**src/rtl/spi_frame_ctrl_if.sv**
```systemverilog
// Bundles the SPI receive handshake and the register-file write port of the
// frame controller. The slave modport is the controller's view.
interface spi_frame_ctrl_if #(
    parameter int WIDTH = 8
);
    logic [WIDTH-1:0] rx_data;
    logic             rx_valid;
    logic             rx_clear;
    logic             wr_en;
    logic [3:0]       wr_addr;
    logic [WIDTH-1:0] wr_data;
    logic             frame_done;
    logic             frame_err;
    logic             busy;

    modport slave (
        input  rx_data, rx_valid,
        output rx_clear, wr_en, wr_addr, wr_data, frame_done, frame_err, busy
    );

    modport master (
        output rx_data, rx_valid,
        input  rx_clear, wr_en, wr_addr, wr_data, frame_done, frame_err, busy
    );
endinterface

```
**src/rtl/spi_frame_ctrl.sv**
```systemverilog
// Receives header / payload / XOR-checksum frames word by word from an SPI slave,
// buffers the payload and only writes it to the register file once the checksum matches.
module spi_frame_ctrl #(
    parameter int WIDTH          = 8,
    parameter int TIMEOUT_CYCLES = 100000
) (
    input  logic             clk,
    input  logic             reset,
    spi_frame_ctrl_if.slave  bus
);
    localparam int TW = $clog2(TIMEOUT_CYCLES + 1);

    typedef enum logic [1:0] {IDLE, PAYLOAD, CHECK, COMMIT} state_t;

    state_t           r_state;
    state_t           w_state_next;

    logic [WIDTH-1:0] r_buf [16];
    logic [3:0]       r_len;
    logic [3:0]       r_idx;
    logic [3:0]       r_cidx;
    logic [WIDTH-1:0] r_xor;
    logic [TW-1:0]    r_tmo;

    logic             r_rx_clear;
    logic             r_wr_en;
    logic [3:0]       r_wr_addr;
    logic [WIDTH-1:0] r_wr_data;
    logic             r_frame_done;
    logic             r_frame_err;

    logic             w_accept;
    logic             w_hdr_ok;
    logic             w_timeout;
    logic             w_write;
    logic             w_err_next;
    logic             w_done_next;

    // rx_clear is still high on the edge after an accept, which blocks a double take
    assign w_accept  = bus.rx_valid && !r_rx_clear && (r_state != COMMIT);
    assign w_hdr_ok  = (bus.rx_data[7:4] == 4'hA) && (bus.rx_data[3:0] != 4'd0);
    assign w_timeout = ((r_state == PAYLOAD) || (r_state == CHECK)) && !w_accept
                       && (r_tmo == TW'(TIMEOUT_CYCLES - 1));

    always_ff @(posedge clk or posedge reset) begin
        if (reset) r_state <= IDLE;
        else       r_state <= w_state_next;
    end

    always_comb begin
        w_state_next = r_state;
        w_err_next   = 1'b0;
        w_done_next  = 1'b0;
        w_write      = 1'b0;
        case (r_state)
            IDLE: begin
                if (w_accept) begin
                    if (w_hdr_ok) w_state_next = PAYLOAD;
                    else          w_err_next   = 1'b1;
                end
            end
            PAYLOAD: begin
                if (w_accept) begin
                    if (r_idx == r_len - 4'd1) w_state_next = CHECK;
                end else if (w_timeout) begin
                    w_state_next = IDLE;
                    w_err_next   = 1'b1;
                end
            end
            CHECK: begin
                if (w_accept) begin
                    if (bus.rx_data == r_xor) begin
                        w_state_next = COMMIT;
                    end else begin
                        w_state_next = IDLE;
                        w_err_next   = 1'b1;
                    end
                end else if (w_timeout) begin
                    w_state_next = IDLE;
                    w_err_next   = 1'b1;
                end
            end
            COMMIT: begin
                // Writes leave through registers, so COMMIT lasts one cycle past the last issue
                if (r_cidx == r_len) begin
                    w_state_next = IDLE;
                    w_done_next  = 1'b1;
                end else begin
                    w_write = 1'b1;
                end
            end
            default: w_state_next = IDLE;
        endcase
    end

    always_ff @(posedge clk) begin
        if (w_accept && (r_state == PAYLOAD)) r_buf[r_idx] <= bus.rx_data;
    end

    always_ff @(posedge clk or posedge reset) begin
        if (reset) begin
            r_rx_clear   <= 1'b0;
            r_wr_en      <= 1'b0;
            r_wr_addr    <= 4'd0;
            r_wr_data    <= '0;
            r_frame_done <= 1'b0;
            r_frame_err  <= 1'b0;
            r_len        <= 4'd0;
            r_idx        <= 4'd0;
            r_cidx       <= 4'd0;
            r_xor        <= '0;
            r_tmo        <= '0;
        end else begin
            r_rx_clear   <= w_accept;
            r_frame_err  <= w_err_next;
            r_frame_done <= w_done_next;
            r_wr_en      <= w_write;
            r_wr_addr    <= w_write ? r_cidx : 4'd0;
            r_wr_data    <= w_write ? r_buf[r_cidx] : '0;
            if (w_write) r_cidx <= r_cidx + 4'd1;

            if (w_accept)                                      r_tmo <= '0;
            else if ((r_state == PAYLOAD) || (r_state == CHECK)) r_tmo <= r_tmo + TW'(1);
            else                                               r_tmo <= '0;

            if (w_accept && (r_state == IDLE) && w_hdr_ok) begin
                r_len  <= bus.rx_data[3:0];
                r_xor  <= bus.rx_data;
                r_idx  <= 4'd0;
                r_cidx <= 4'd0;
            end else if (w_accept && (r_state == PAYLOAD)) begin
                r_xor <= r_xor ^ bus.rx_data;
                r_idx <= r_idx + 4'd1;
            end
        end
    end

    assign bus.rx_clear   = r_rx_clear;
    assign bus.wr_en      = r_wr_en;
    assign bus.wr_addr    = r_wr_addr;
    assign bus.wr_data    = r_wr_data;
    assign bus.frame_done = r_frame_done;
    assign bus.frame_err  = r_frame_err;
    assign bus.busy       = (r_state != IDLE);
endmodule
```
**src/flat_wrapper.sv**
```systemverilog
// flat-port wrapper written by rule: the top's interface ports become plain ports
module spi_frame_ctrl_flat 
#(
    parameter int WIDTH          = 8,
    parameter int TIMEOUT_CYCLES = 100000
)
  (clk, reset, bus_rx_data, bus_rx_valid, bus_rx_clear, bus_wr_en, bus_wr_addr, bus_wr_data, bus_frame_done, bus_frame_err, bus_busy);
  spi_frame_ctrl_if #(.WIDTH(WIDTH)) bus_i ();
  input  logic clk;
  input  logic reset;
  input wire logic [$bits(bus_i.rx_data)-1:0] bus_rx_data;
  input wire logic [$bits(bus_i.rx_valid)-1:0] bus_rx_valid;
  output wire logic [$bits(bus_i.rx_clear)-1:0] bus_rx_clear;
  output wire logic [$bits(bus_i.wr_en)-1:0] bus_wr_en;
  output wire logic [$bits(bus_i.wr_addr)-1:0] bus_wr_addr;
  output wire logic [$bits(bus_i.wr_data)-1:0] bus_wr_data;
  output wire logic [$bits(bus_i.frame_done)-1:0] bus_frame_done;
  output wire logic [$bits(bus_i.frame_err)-1:0] bus_frame_err;
  output wire logic [$bits(bus_i.busy)-1:0] bus_busy;
  assign bus_i.rx_data = bus_rx_data;
  assign bus_i.rx_valid = bus_rx_valid;
  assign bus_rx_clear = bus_i.rx_clear;
  assign bus_wr_en = bus_i.wr_en;
  assign bus_wr_addr = bus_i.wr_addr;
  assign bus_wr_data = bus_i.wr_data;
  assign bus_frame_done = bus_i.frame_done;
  assign bus_frame_err = bus_i.frame_err;
  assign bus_busy = bus_i.busy;
  spi_frame_ctrl #(.WIDTH(WIDTH), .TIMEOUT_CYCLES(TIMEOUT_CYCLES)) u_core (.clk(clk), .reset(reset), .bus(bus_i));
endmodule
```
**config.mk**
```make
export PLATFORM = sky130hd
export DESIGN_NAME = spi_frame_ctrl_flat
export DESIGN_NICKNAME = d
export VERILOG_FILES = /design/src/rtl/spi_frame_ctrl_if.sv /design/src/rtl/spi_frame_ctrl.sv /design/src/flat_wrapper.sv
export SDC_FILE = /design/constraint.sdc
export NUM_CORES = 1
export LEC_CHECK = 0
export ABC_AREA = 0
export CAP_MARGIN = 20
export CORE_MARGIN = 3
export CORE_UTILIZATION = 45
export CTS_CLUSTER_DIAMETER = 30
export DETAILED_ROUTE_END_ITERATION = 16
export GPL_ROUTABILITY_DRIVEN = 0
export PLACE_DENSITY = 0.72
export SETUP_SLACK_MARGIN = 0.02
export SLEW_MARGIN = 20
export SYNTH_ARGS = -nofsm -noshare
export SYNTH_HDL_FRONTEND = slang
export SYNTH_SLANG_ARGS = --single-unit
export TNS_END_PERCENT = 20
```
**constraint.sdc**
```tcl
create_clock -name clk -period 5.2 [get_ports clk]
set_input_delay 1.04 -clock clk [delete_from_list [all_inputs] [get_ports clk]]
set_output_delay 1.04 -clock clk [all_outputs]
set_load 0.02 [all_outputs]
```
==> impl_metrics.yaml <==
power:
  power_density_nw_per_um2: 468
  p_switching_mw: 1.24
  pwr-share-comb: 0.244
  switching_share: 0.299
  ir_drop_v: 0.000251
  seq_power_share: 0.453
  pwr-share-clk: 0.303
  internal_power_mw: 2.91
  p_leak_nw: 3.21
die:
  dieArea_um2: 18800
  die_h_um: 137
  rows: 47
  core_um2: 16700
  io_pins: 28
  start_util: 0.463
  die_width_um: 137
clocking:
  cts.sinks: 183
  cts_buffers: 17
  tritoncts: "built"
  clk_latency_ns: 0.43
  hold_buffers: 0
  path_clk_slew_ns: 0.07
  clockBufferDepth: 2
  cts-root-buf: "clkbuf_16"
  cts_setup_buffers: 0
  cts_resized: 0
  htree_levels: 4
layout:
  drive_gt1_frac: 0.139
  instances_no_fill: 752
  nFillCells: 1292
  nNetsFinal: 542
  regArea_um2: 5220
  syn2layout_area_growth_pct: 14.8
  multiInputGateArea_um2: 2370
  num_antenna_cells: 0
placed_design:
  dpl_worst_slack_ns: 1.57
  dp_hpwl_mm: 9.80
  port_buffers: 27
  place_inst: 720
critical_path:
  critPathMaxStageDelay_ns: 0.76
  start_kind: "primary input"
  crit_arrival_ns: 3.56
  cpMostUsedCell: "nor2_1"
  cp-end-kind: "flop"
  criticalPathCategory: "in -> reg"
  crit_chain: "clkdlybuf4s50_1, nor4bb_1, nand2_1, nor2_1, buf_4, nor2_1, a31oi_1"
  required_ns: 5.54
  slowest_stage: "clkdlybuf4s50_1"
  crit_fanout: 19
outcome:
  status: "finished clean"
flow_run:
  cap_violations: 0
yosys:
  synth_seq_cells: 183
  synth_nets: 499
  synthCells: 476
  yosysTopAreaCellShare: 0.497
  synth_top_cell_by_area: "edfxtp_1"
  synth_area_um2: 7730
  dominantRegCellSynth: "edfxtp_1"
  synthArstFlopShare: 0.301
  seq_area_frac_synth: 0.675
  synth.distinct_cells: 42
  synth.area.top_cells: "edfxtp_1 50%, dfrtp_1 18%, mux4_2 6.7%"
  syn_avg_cell_area_um2: 16.2
  synth_edf_count: 128
  synth_warnings: 0
global_routing:
  grt-ovfl-total: 0
  antenna_found_initial: 0
  grt_pass1_vias: 4261
  grt_pass1_wl_mm: 24.4
  grt.total_usage: 0.178
  grt_start_max_net_pins: 43
timing:
  clock.fmax_ghz: 0.311
  maxSlewViolCount: 0
  worst_slew_pin_slew_ns: 0.867
  setup_viol: 0
  min_period_ns: 3.21
  setup_tns_ns: 0
  finClkSkew_ns: 0.00762
  fin_crit_sh: 0.618
  hold_violations: 0
  relSlewSlack: 0.420
  rsz0062_at_grt: "false"
  final.setup.worst_slack_ns: 1.99
route:
  vias: 4215
  drtIter0Drc: 475
  wl_per_cell_um: 20.8
  routed_wirelength_mm: 15.6
  antenna_left: 0
  vias_per_cell: 5.61
  dr.pass1.iters: 5
  drc: 0
hold_path:
  min_path_type: "reg -> reg"
-- layout by cell type, fill, tap and decap left out, types with 9 or more instances in the layout --
| cell type | count |
|---|---|
| edfxtp_1 | 128 |
| dfrtp_1 | 54 |
| nor2_1 | 38 |
| nand2_1 | 30 |
| clkdlybuf4s50_1 | 27 |
| xor2_1 | 23 |
| mux4_2 | 23 |
| and2_1 | 20 |
| mux4_1 | 17 |
| clkbuf_16 | 17 |
| xnor2_1 | 16 |
| buf_4 | 16 |
| inv_1 | 12 |
| nand3_1 | 12 |
| ha_1 | 12 |
| a21oi_1 | 11 |
| and3_1 | 9 |
-- cell type report --
class                   instances  share of cell area
clock buffers                  18              0.0483
flip-flops and latches        183               0.588
repair buffers                 43              0.0440
well taps                     220              0.0310
clock inverters                14              0.0166
multi-input cells             261               0.266
inverters                      13             0.00550
-- per-layer routing --
| layer | vias to the layer above | share of wire | global-route usage |
|---|---|---|---|
| li1 | 1901 | - | - |
| met1 | 2158 | 0.43 | 0.244 |
| met2 | 140 | 0.51 | 0.293 |
| met3 | 16 | 0.051 | 0.0364 |
| met4 | 0 | 0.012 | 0.0466 |
| met5 | - | 0 | 0 |
-- worst max-delay path, delay by kind of cell --
family	cells	cell delay (ns)
and+or+nand+nor	4	1.30
AOI/OAI and AO/OA	1	0.19
buffers and inverters	2	1.03
-- power by group through the flow --
stage / Sequential [mW] / Combinational, mW / Clock [mW]
after floorplan: 1.83 / 0.823 / 0
after global placement: 1.90 / 0.980 / 0
after detailed placement: 1.91 / 1.01 / 0
after CTS: 1.88 / 1.02 / 1.27
after global routing: 1.90 / 1.11 / 1.34
final: 1.88 / 1.02 / 1.26
-- synthesized netlist by cell type, types with 2 or more instances --
| library cell | count |
|---|---|
| a211oi_1 | 2 |
| a21oi_1 | 11 |
| a31oi_1 | 3 |
| a41oi_1 | 2 |
| and2_1 | 20 |
| and3_1 | 9 |
| buf_1 | 2 |
| buf_2 | 6 |
| buf_6 | 3 |
| clkbuf_1 | 7 |
| dfrtp_1 | 55 |
| edfxtp_1 | 128 |
| ha_1 | 12 |
| inv_1 | 13 |
| mux4_1 | 17 |
| mux4_2 | 23 |
| nand2_1 | 30 |
| nand3_1 | 12 |
| nand4_1 | 6 |
| nor2_1 | 38 |
| nor3_1 | 3 |
| nor4_1 | 5 |
| o21ai_0 | 6 |
| o22ai_1 | 6 |
| or3_1 | 3 |
| xnor2_1 | 16 |
| xor2_1 | 23 |
-- worst paths after layout --
check                                       start               endpoint  slack, ns  cells past startpoint
worst max register to register  u_core.r_state[0]    u_core.r_buf[12][0]       2.47                      6
worst min-delay path              u_core.r_tmo[0]        u_core.r_tmo[0]       0.49                      1
min in group asynchronous                   reset  u_core.bus.wr_data[2]       0.88                      2
worst min register to register    u_core.r_tmo[0]        u_core.r_tmo[0]       0.49                      1
worst max-delay path               bus_rx_data[4]        u_core.r_xor[5]       1.99                      7
max in group asynchronous                   reset       u_core.r_cidx[0]       3.47                      3
-- through the flow --
step           hold slack, ns   util  power [mW]  area, um2
2_1_floorplan           0.455      -        2.65       7730
3_3_place_gp            0.473  0.497        2.88       8300
3_5_place_dp            0.480  0.497        2.92       8300
4_1_cts                 0.488  0.532        4.17       8880
5_1_grt                 0.521  0.532        4.35       8880
6_report                0.487  0.532        4.15       8880
-- kinds of logic (layout without fill, tap and decap cells) --
logic type	after synthesis	after routing	share of synthesized area
adder cells (fa/ha/maj)	12	12	0.0194
XOR/XNOR	39	39	0.0442
buffers and inverters	32	88	0.0209
AND/OR/NAND/NOR	136	136	0.0880
multiplexers	40	40	0.125
flip-flops	183	183	0.675
AO/OA/AOI/OAI	34	34	0.0277
-- registers in the layout, summed over array words and instances (netlist names), 2 cells and up --
signal              count
u_core.bus.wr_addr      4
u_core.bus.wr_data      8
u_core.r_buf          128
u_core.r_cidx           4
u_core.r_idx            4
u_core.r_len            4
u_core.r_state          2
u_core.r_tmo           17
u_core.r_xor            8
No activity file was read; power rests on OpenSTA's default activity.
